### src/rtl/pwm_gen_if.sv
// Duty/enable input bus and gate-drive outputs of the PWM generator.
// master = the control side that supplies duty and enable, slave = pwm_gen.
interface pwm_gen_if;
  logic [13:0] duty;
  logic        duty_vld;
  logic        pwm_en;
  logic        pwm_hi;
  logic        pwm_lo;
  logic        cycle_start;

  modport master (
    output duty, duty_vld, pwm_en,
    input  pwm_hi, pwm_lo, cycle_start
  );

  modport slave (
    input  duty, duty_vld, pwm_en,
    output pwm_hi, pwm_lo, cycle_start
  );
endinterface

### src/rtl/pwm_gen.sv
// Complementary PWM pair with dead-time insertion and a double-buffered duty.
// The period is fixed at 8192 clocks, and duty updates apply at period boundaries.
module pwm_gen #(
  parameter int unsigned DEAD = 8  // dead time in clocks, 1..255
) (
  input  logic       clk,
  input  logic       rst_n,
  pwm_gen_if.slave   bus
);

  localparam logic [7:0] DEAD_M1 = 8'(DEAD - 1);

  typedef enum logic [2:0] {IDLE, LO_ON, DT_RISE, HI_ON, DT_FALL} state_t;

  state_t      state_reg;
  logic [12:0] cnt_reg;
  logic [12:0] shadow_reg;
  logic [12:0] act_reg;
  logic        pend_reg;
  logic [7:0]  dcnt_reg;
  logic        hi_reg;
  logic        lo_reg;
  logic        cs_reg;

  logic        en;
  logic        raw;
  logic [12:0] duty_clamped;

  assign en           = bus.pwm_en;
  assign raw          = en && (cnt_reg < act_reg);
  assign duty_clamped = bus.duty[13] ? 13'd0 : bus.duty[12:0];

  // Counter, duty double buffer and period strobe
  always_ff @(posedge clk) begin
    if (!rst_n) begin
      cnt_reg    <= '0;
      shadow_reg <= '0;
      act_reg    <= '0;
      pend_reg   <= 1'b0;
      cs_reg     <= 1'b0;
    end else begin
      cnt_reg <= en ? cnt_reg + 13'd1 : 13'd0;
      // Registered strobe: appears in the cycle after the enabled cnt==0 cycle
      cs_reg  <= en && (cnt_reg == 13'd0);

      if (!en) begin
        act_reg  <= shadow_reg;
        pend_reg <= 1'b0;
      end else if ((cnt_reg == 13'h1FFF) && pend_reg) begin
        act_reg  <= shadow_reg;
        pend_reg <= 1'b0;
      end

      // A new strobe wins over the transfer: it stays pending for the next boundary
      if (bus.duty_vld) begin
        shadow_reg <= duty_clamped;
        pend_reg   <= 1'b1;
      end
    end
  end

  // Dead-time FSM; hi_reg/lo_reg track the state being entered
  always_ff @(posedge clk) begin
    if (!rst_n) begin
      state_reg <= IDLE;
      dcnt_reg  <= '0;
      hi_reg    <= 1'b0;
      lo_reg    <= 1'b0;
    end else if (!en) begin
      state_reg <= IDLE;
      hi_reg    <= 1'b0;
      lo_reg    <= 1'b0;
    end else begin
      hi_reg <= 1'b0;
      lo_reg <= 1'b0;
      case (state_reg)
        IDLE, LO_ON: begin
          if (raw) begin
            state_reg <= DT_RISE;
            dcnt_reg  <= DEAD_M1;
          end else begin
            state_reg <= LO_ON;
            lo_reg    <= 1'b1;
          end
        end
        DT_RISE: begin
          if (!raw) begin
            state_reg <= LO_ON;
            lo_reg    <= 1'b1;
          end else if (dcnt_reg == 8'd0) begin
            state_reg <= HI_ON;
            hi_reg    <= 1'b1;
          end else begin
            dcnt_reg  <= dcnt_reg - 8'd1;
          end
        end
        HI_ON: begin
          if (!raw) begin
            state_reg <= DT_FALL;
            dcnt_reg  <= DEAD_M1;
          end else begin
            hi_reg    <= 1'b1;
          end
        end
        DT_FALL: begin
          if (raw) begin
            state_reg <= HI_ON;
            hi_reg    <= 1'b1;
          end else if (dcnt_reg == 8'd0) begin
            state_reg <= LO_ON;
            lo_reg    <= 1'b1;
          end else begin
            dcnt_reg  <= dcnt_reg - 8'd1;
          end
        end
        default: state_reg <= IDLE;
      endcase
    end
  end

  assign bus.pwm_hi      = hi_reg;
  assign bus.pwm_lo      = lo_reg;
  assign bus.cycle_start = cs_reg;

endmodule

### src/flat_wrapper.sv
// flat-port wrapper written by rule: the top's interface ports become plain ports
module pwm_gen_flat 
#(
  parameter int unsigned DEAD = 8                                
)
  (clk, rst_n, bus_duty, bus_duty_vld, bus_pwm_en, bus_pwm_hi, bus_pwm_lo, bus_cycle_start);
  pwm_gen_if bus_i ();
  input  logic clk;
  input  logic rst_n;
  input wire logic [$bits(bus_i.duty)-1:0] bus_duty;
  input wire logic [$bits(bus_i.duty_vld)-1:0] bus_duty_vld;
  input wire logic [$bits(bus_i.pwm_en)-1:0] bus_pwm_en;
  output wire logic [$bits(bus_i.pwm_hi)-1:0] bus_pwm_hi;
  output wire logic [$bits(bus_i.pwm_lo)-1:0] bus_pwm_lo;
  output wire logic [$bits(bus_i.cycle_start)-1:0] bus_cycle_start;
  assign bus_i.duty = bus_duty;
  assign bus_i.duty_vld = bus_duty_vld;
  assign bus_i.pwm_en = bus_pwm_en;
  assign bus_pwm_hi = bus_i.pwm_hi;
  assign bus_pwm_lo = bus_i.pwm_lo;
  assign bus_cycle_start = bus_i.cycle_start;
  pwm_gen #(.DEAD(DEAD)) u_core (.clk(clk), .rst_n(rst_n), .bus(bus_i));
endmodule
### config.mk
export PLATFORM = sky130hd
export DESIGN_NAME = pwm_gen_flat
export DESIGN_NICKNAME = d
export VERILOG_FILES = /design/src/rtl/pwm_gen_if.sv /design/src/rtl/pwm_gen.sv /design/src/flat_wrapper.sv
export SDC_FILE = /design/constraint.sdc
export NUM_CORES = 1
export LEC_CHECK = 0
export ABC_AREA = 1
export CORE_MARGIN = 5
export CORE_UTILIZATION = 35
export DETAILED_ROUTE_END_ITERATION = 10
export SLEW_MARGIN = 20
export SYNTH_ARGS = -nofsm -noshare
export SYNTH_HDL_FRONTEND = slang
export SYNTH_SLANG_ARGS = --single-unit
### constraint.sdc
create_clock -name clk -period 2.65 [get_ports clk]
set_input_delay 0.265 -clock clk [delete_from_list [all_inputs] [get_ports clk]]
set_output_delay 0.265 -clock clk [all_outputs]
set_load 0.02 [all_outputs]
# --- Word level (Yosys, flattened, before mapping) ---
# Cells that the tools add are included.
totals:
  reg_bits: 54
  input_bits: 18
  output_inout_bits: 3
  word_cells: 64
classes:
  add_sub_neg: 2
  n_lt_le_gt_ge: 1
  n_eq_ne: 13
  muxes: 26
  reduce_logical: 13
op_table:
  columns: ["op", "count"]
  rows:
  - ["$mux W8", 5]
  - ["$mux W13", 3]
  - ["$pmux W8 S4", 1]
  - ["$mux W3", 5]
  - ["$add A13 B1 Y13 const B", 1]
  - ["$eq A13 B13 Y1 const B", 1]
  - ["$logic_not A13 Y1", 1]
  - ["$lt A13 B13 Y1", 1]
  - ["$pmux W3 S4", 1]
  - ["$logic_not A8 Y1", 1]
  - ["$mux W1", 8]
  - ["$sub A8 B1 Y8 const B", 1]
  - ["$eq A3 B2 Y1 const B", 2]
  - ["$ne A2 B1 Y1 const B", 3]
  - ["$reduce_and A6 Y1", 1]
  - ["$ne A2 B2 Y1 const B", 2]
  - ["$pmux W1 S2", 2]
  - ["$reduce_bool A4 Y1", 1]
  - ["$reduce_or A2 Y1", 2]
  - ["$eq A3 B1 Y1 const B", 1]
  - ["$eq A3 B3 Y1 const B", 1]
  - ["$logic_and A1 B1 Y1", 3]
  - ["$logic_not A3 Y1", 1]
  - ["$ne A3 B1 Y1 const B", 1]
  - ["6 further kinds", 6]

# --- Logic depth before layout (Yosys ltp) ---
logic_depth:
  ltp_word: 5
  mapped_depth: 15
  depth_no_buf: 15

# --- Worst setup path before layout ---
# No wires, ideal clock.
synth_path:
  path_type: "register to register"
  start: "register u_core.cnt_reg[12]"
  end: "register u_core.dcnt_reg[2]"
  arrival_ns: 1.667
  required_ns: 2.536
  slack_ns: 0.869
  path_stages_with_launch: 13
  path_buffers: 0
  path_cell_list: "dfxtp_1 > ha_1 > nand2_2 > nor2_4 > inv_1 > nor2_2 > nand2_2 > nand3_2 > nand2_1 > nor2_4 > nand2_4 > nor2_1 > nor2_2"
synth_via:
  elab_chain_len: 4
  elab_cells_between_ends: 7
  cone_classes: "order compare: 1; eq/ne: 4; reduce/logical: 2"
synth_rtl:
  columns: ["item", "line_no", "rtl"]
  rows:
  - ["from (decl)", "pwm_gen.sv:16", "logic [12:0] cnt_reg;"]
  - ["from (signal assigned)", "pwm_gen.sv:42", "cnt_reg <= en ? cnt_reg + 13'd1 : 13'd0;"]
  - ["$lt A13 B13 Y1 (*)", "pwm_gen.sv:30", "assign raw = en && (cnt_reg < act_reg);"]
  - ["$logic_and A1 B1 Y1 (*)", "pwm_gen.sv:30", null]
  - ["$ne A2 B2 Y1 (no line) or $ne A2 B1 Y1 (tied branches)", null, null]
  - ["$reduce_and A6 Y1 (no line) (*)", null, null]
  - ["to (signal assigned)", "pwm_gen.sv:94", "dcnt_reg <= dcnt_reg - 8'd1;"]
  - ["to (signal assigned)", "pwm_gen.sv:113", "dcnt_reg <= dcnt_reg - 8'd1;"]
  - ["to (decl)", "pwm_gen.sv:20", "logic [7:0] dcnt_reg;"]
# Every way passes the cells marked *; elsewhere a longest branch is shown, timed or not.
# A chain may end at the register's enable or synchronous reset.

# --- Final worst setup path ---
layout_path:
  start: "register u_core.act_reg[12]"
  end: "register u_core.dcnt_reg[6]"
layout_via:
  elab_chain_len: 4
  elab_cells_between_ends: 7
  cone_classes: "order compare: 1; eq/ne: 4; reduce/logical: 2"
layout_rtl:
  columns: ["item", "line_no", "rtl"]
  rows:
  - ["from (decl)", "pwm_gen.sv:18", "logic [12:0] act_reg;"]
  - ["from (signal assigned)", "pwm_gen.sv:47", "act_reg <= shadow_reg;"]
  - ["from (signal assigned)", "pwm_gen.sv:50", "act_reg <= shadow_reg;"]
  - ["$lt A13 B13 Y1 (*)", "pwm_gen.sv:30", null]
  - ["$logic_and A1 B1 Y1 (*)", "pwm_gen.sv:30", null]
  - ["$ne A2 B2 Y1 (no line) or $ne A2 B1 Y1 (tied branches)", null, null]
  - ["$reduce_and A6 Y1 (no line) (*)", null, null]
# Marks and branches as above.

==> metrics <==
final hold violation count 0; Final #Nets 461; Routed WL per cell 10.5 microns; clock-pin slew on the worst setup and hold paths 110 ps; CP delay by family, top simple AND/OR/NAND/NOR gates; Reg2Reg Depth 13; Die Wd 101 microns; FP Rows 33; Syn. warnings 0; minimum clock period 2040 ps; CTS buffer count 5; crit path buf inv count 2; H-tree level count 2; status completed; vias in the first global route 2189; Worst EP arrival 2240 ps; Final WS setup 614 ps; Post-route DRC 0; synthesized flop and latch total 54; Die Ht 101 microns; gpl congestion 0.819; Tot Pwr 1700 uW; cts hold-fix bufs 0; fin util 0.405; CTS sink cnt 54; share of cells above drive strength 1 0.112; headroom to the max-slew limit 0.716; setup violators final 0; pwr dens 515 nW/um^2; Critical Path Fanout Max 6; MaxCap Viol Count 0; Routed Antenna Nets 0; Placement Setup Slack 582 ps; Leak 0.00147 uW; final setup skew 8.40 ps; Core ar. 8180 sq um; Setup CP Type flop to flop; critical path endpoint category flop; crit-path cells inv_1 -> ha_1 -> nand2_2 -> nor2_4 -> inv_1 -> nor2_2 -> nand2_2 -> nand3_2 -> nand2_1 -> nor2_4 -> nand2_4 -> nor2_1 -> nor2_2; Slew @ Worst Pin 425 ps; RSZ-0062 raised after global routing false; number of synthesized flops with an enable pin 0; Area Overhead vs Synth 13.3%; hold path cells 2; Avg Vias per Cell 4.55; Worst Hold Margin 462 ps; initial antenna violation count 0; Net Count, Synth 440; Hold WC Path Type flop to flop; Synth async-reset ratio 0; WP depth 13; CTS resizes 0; setup TNS 0 ps; TritonCTS clock tree yes; fmax 491 MHz; post-synthesis sequential area ratio 0.370; VDD IR max 0.000304 V; commonest non-fill, non-tap cells in the layout inv_1 (90), nor2_1 (55), dfxtp_1 (54), nand2_1 (53), a21oi_1 (21); fin crit share 0.768; Ant. Diodes 0; clock buffer depth 2; vias 2431; first-pass GRT wire length 9840 microns; die area 10300 sq um; Filler Cell Count 857; commonest non-fill, non-tap cell in the layout inv_1; Largest stage delay, worst path 360 ps; IO Count 21; port bufs 20; post-synthesis instance total 407; Mapped Area 2920 sq um; Global Route Usage Sum 0.116; ys flop type dfxtp_1; initial DRC count 78; grt ovf 0; CP startpoint kind flop; average size of a mapped cell 7.17 sq um; Slew Limit Fails 0; pin count of the biggest net entering global routing 27; hpwl dp 4380 microns; first drt pass iteration count 4; CP max-delay cell dfxtp_1; post-synth cell types 37; CP required 2860 ps; Detailed Route WL 5600 microns; initial core utilization 0.357; root buf cell clkbuf_8; worst skew pair latency 310 ps; post-CTS setup repair buffer count 0
## routing by layer
layer,wire (microns),track usage,up-vias
met2,2480,0.177,46
li1,-,-,1320
met5,0,0,-
met1,2910,0.166,1065
met4,0,0.0276,0
met3,209,0.0262,0
## path summary, 6_finish.rpt
| path | startpoint | end | slack [ps] |
|---|---|---|---|
| setup / recovery | u_core.act_reg[12] | u_core.dcnt_reg[6] | 610 |
| hold / removal | u_core.shadow_reg[12] | u_core.act_reg[12] | 460 |
| setup reg to reg | u_core.act_reg[12] | u_core.dcnt_reg[6] | 610 |
| hold reg to reg | u_core.shadow_reg[12] | u_core.act_reg[12] | 460 |
## cells by family (layout without fill, tap and decap cells)
family | count (synthesis) | count (layout) | synth area share
xor+xnor | 2 | 2 | 0.00600
fa+ha+maj | 15 | 15 | 0.0643
flops | 54 | 54 | 0.370
compound gates | 75 | 75 | 0.156
buf+inv | 102 | 124 | 0.141
simple gates | 159 | 159 | 0.263
## stage by stage
| stage | std cells | instance area, sq um |
|---|---|---|
| 2_1_floorplan | 407 | 2920 |
| 3_3_place_gp | 526 | 3210 |
| 3_5_place_dp | 526 | 3210 |
| 4_1_cts | 534 | 3310 |
| 5_1_grt | 534 | 3310 |
| 6_report | 534 | 3310 |
## final cells by class
type | instances | area (sq um) | share of cell area
multi-input cells | 251 | 1430 | 0.432
flip-flops and latches | 54 | 1080 | 0.327
inverters | 94 | 354 | 0.107
repair buffers | 22 | 215 | 0.0651
well taps | 105 | 131 | 0.0397
clock buffers | 5 | 68.8 | 0.0208
clock inverters | 3 | 28.8 | 0.00870
## cell usage after synthesis (2+ instances only)
library cell  instances  area [sq um]
o22ai_1              13          81.3
nor3_1                4          20.0
buf_6                 2          22.5
nand4_1               4          25.0
nand2_4               4          45.0
nand3_2               3          30.0
xor2_1                2          17.5
nand3_1              16          80.1
nor2_4                4          45.0
nand2_1              53           199
nand2_2               5          31.3
o21ai_0              16          80.1
ha_1                 15           188
o21a_1                2          15.0
o21ai_1               9          45.0
a21oi_1              21           105
inv_1                90           338
inv_2                 3          11.3
a21oi_2               7          61.3
nor2_1               55           206
clkbuf_1              5          18.8
dfxtp_1              54          1080
nor2_2                6          37.5
## worst reg2reg max path, cell delays in order, from the launching register on
cell and delay [ps]:
dfxtp_1 360, inv_1 50, ha_1 320, nand2_2 90
nor2_4 150, inv_1 60, nor2_2 110, nand2_2 100
nand3_2 140, nand2_1 100, nor2_4 170, nand2_4 90
nor2_1 120, nor2_2 50
## where the power goes
group,switching [uW],leakage [uW],internal (uW)
clock network,296,0.0000502,197
logic,207,0.000974,127
registers,24.2,0.000442,853
Note: power is estimated with default switching activity, not from simulation.
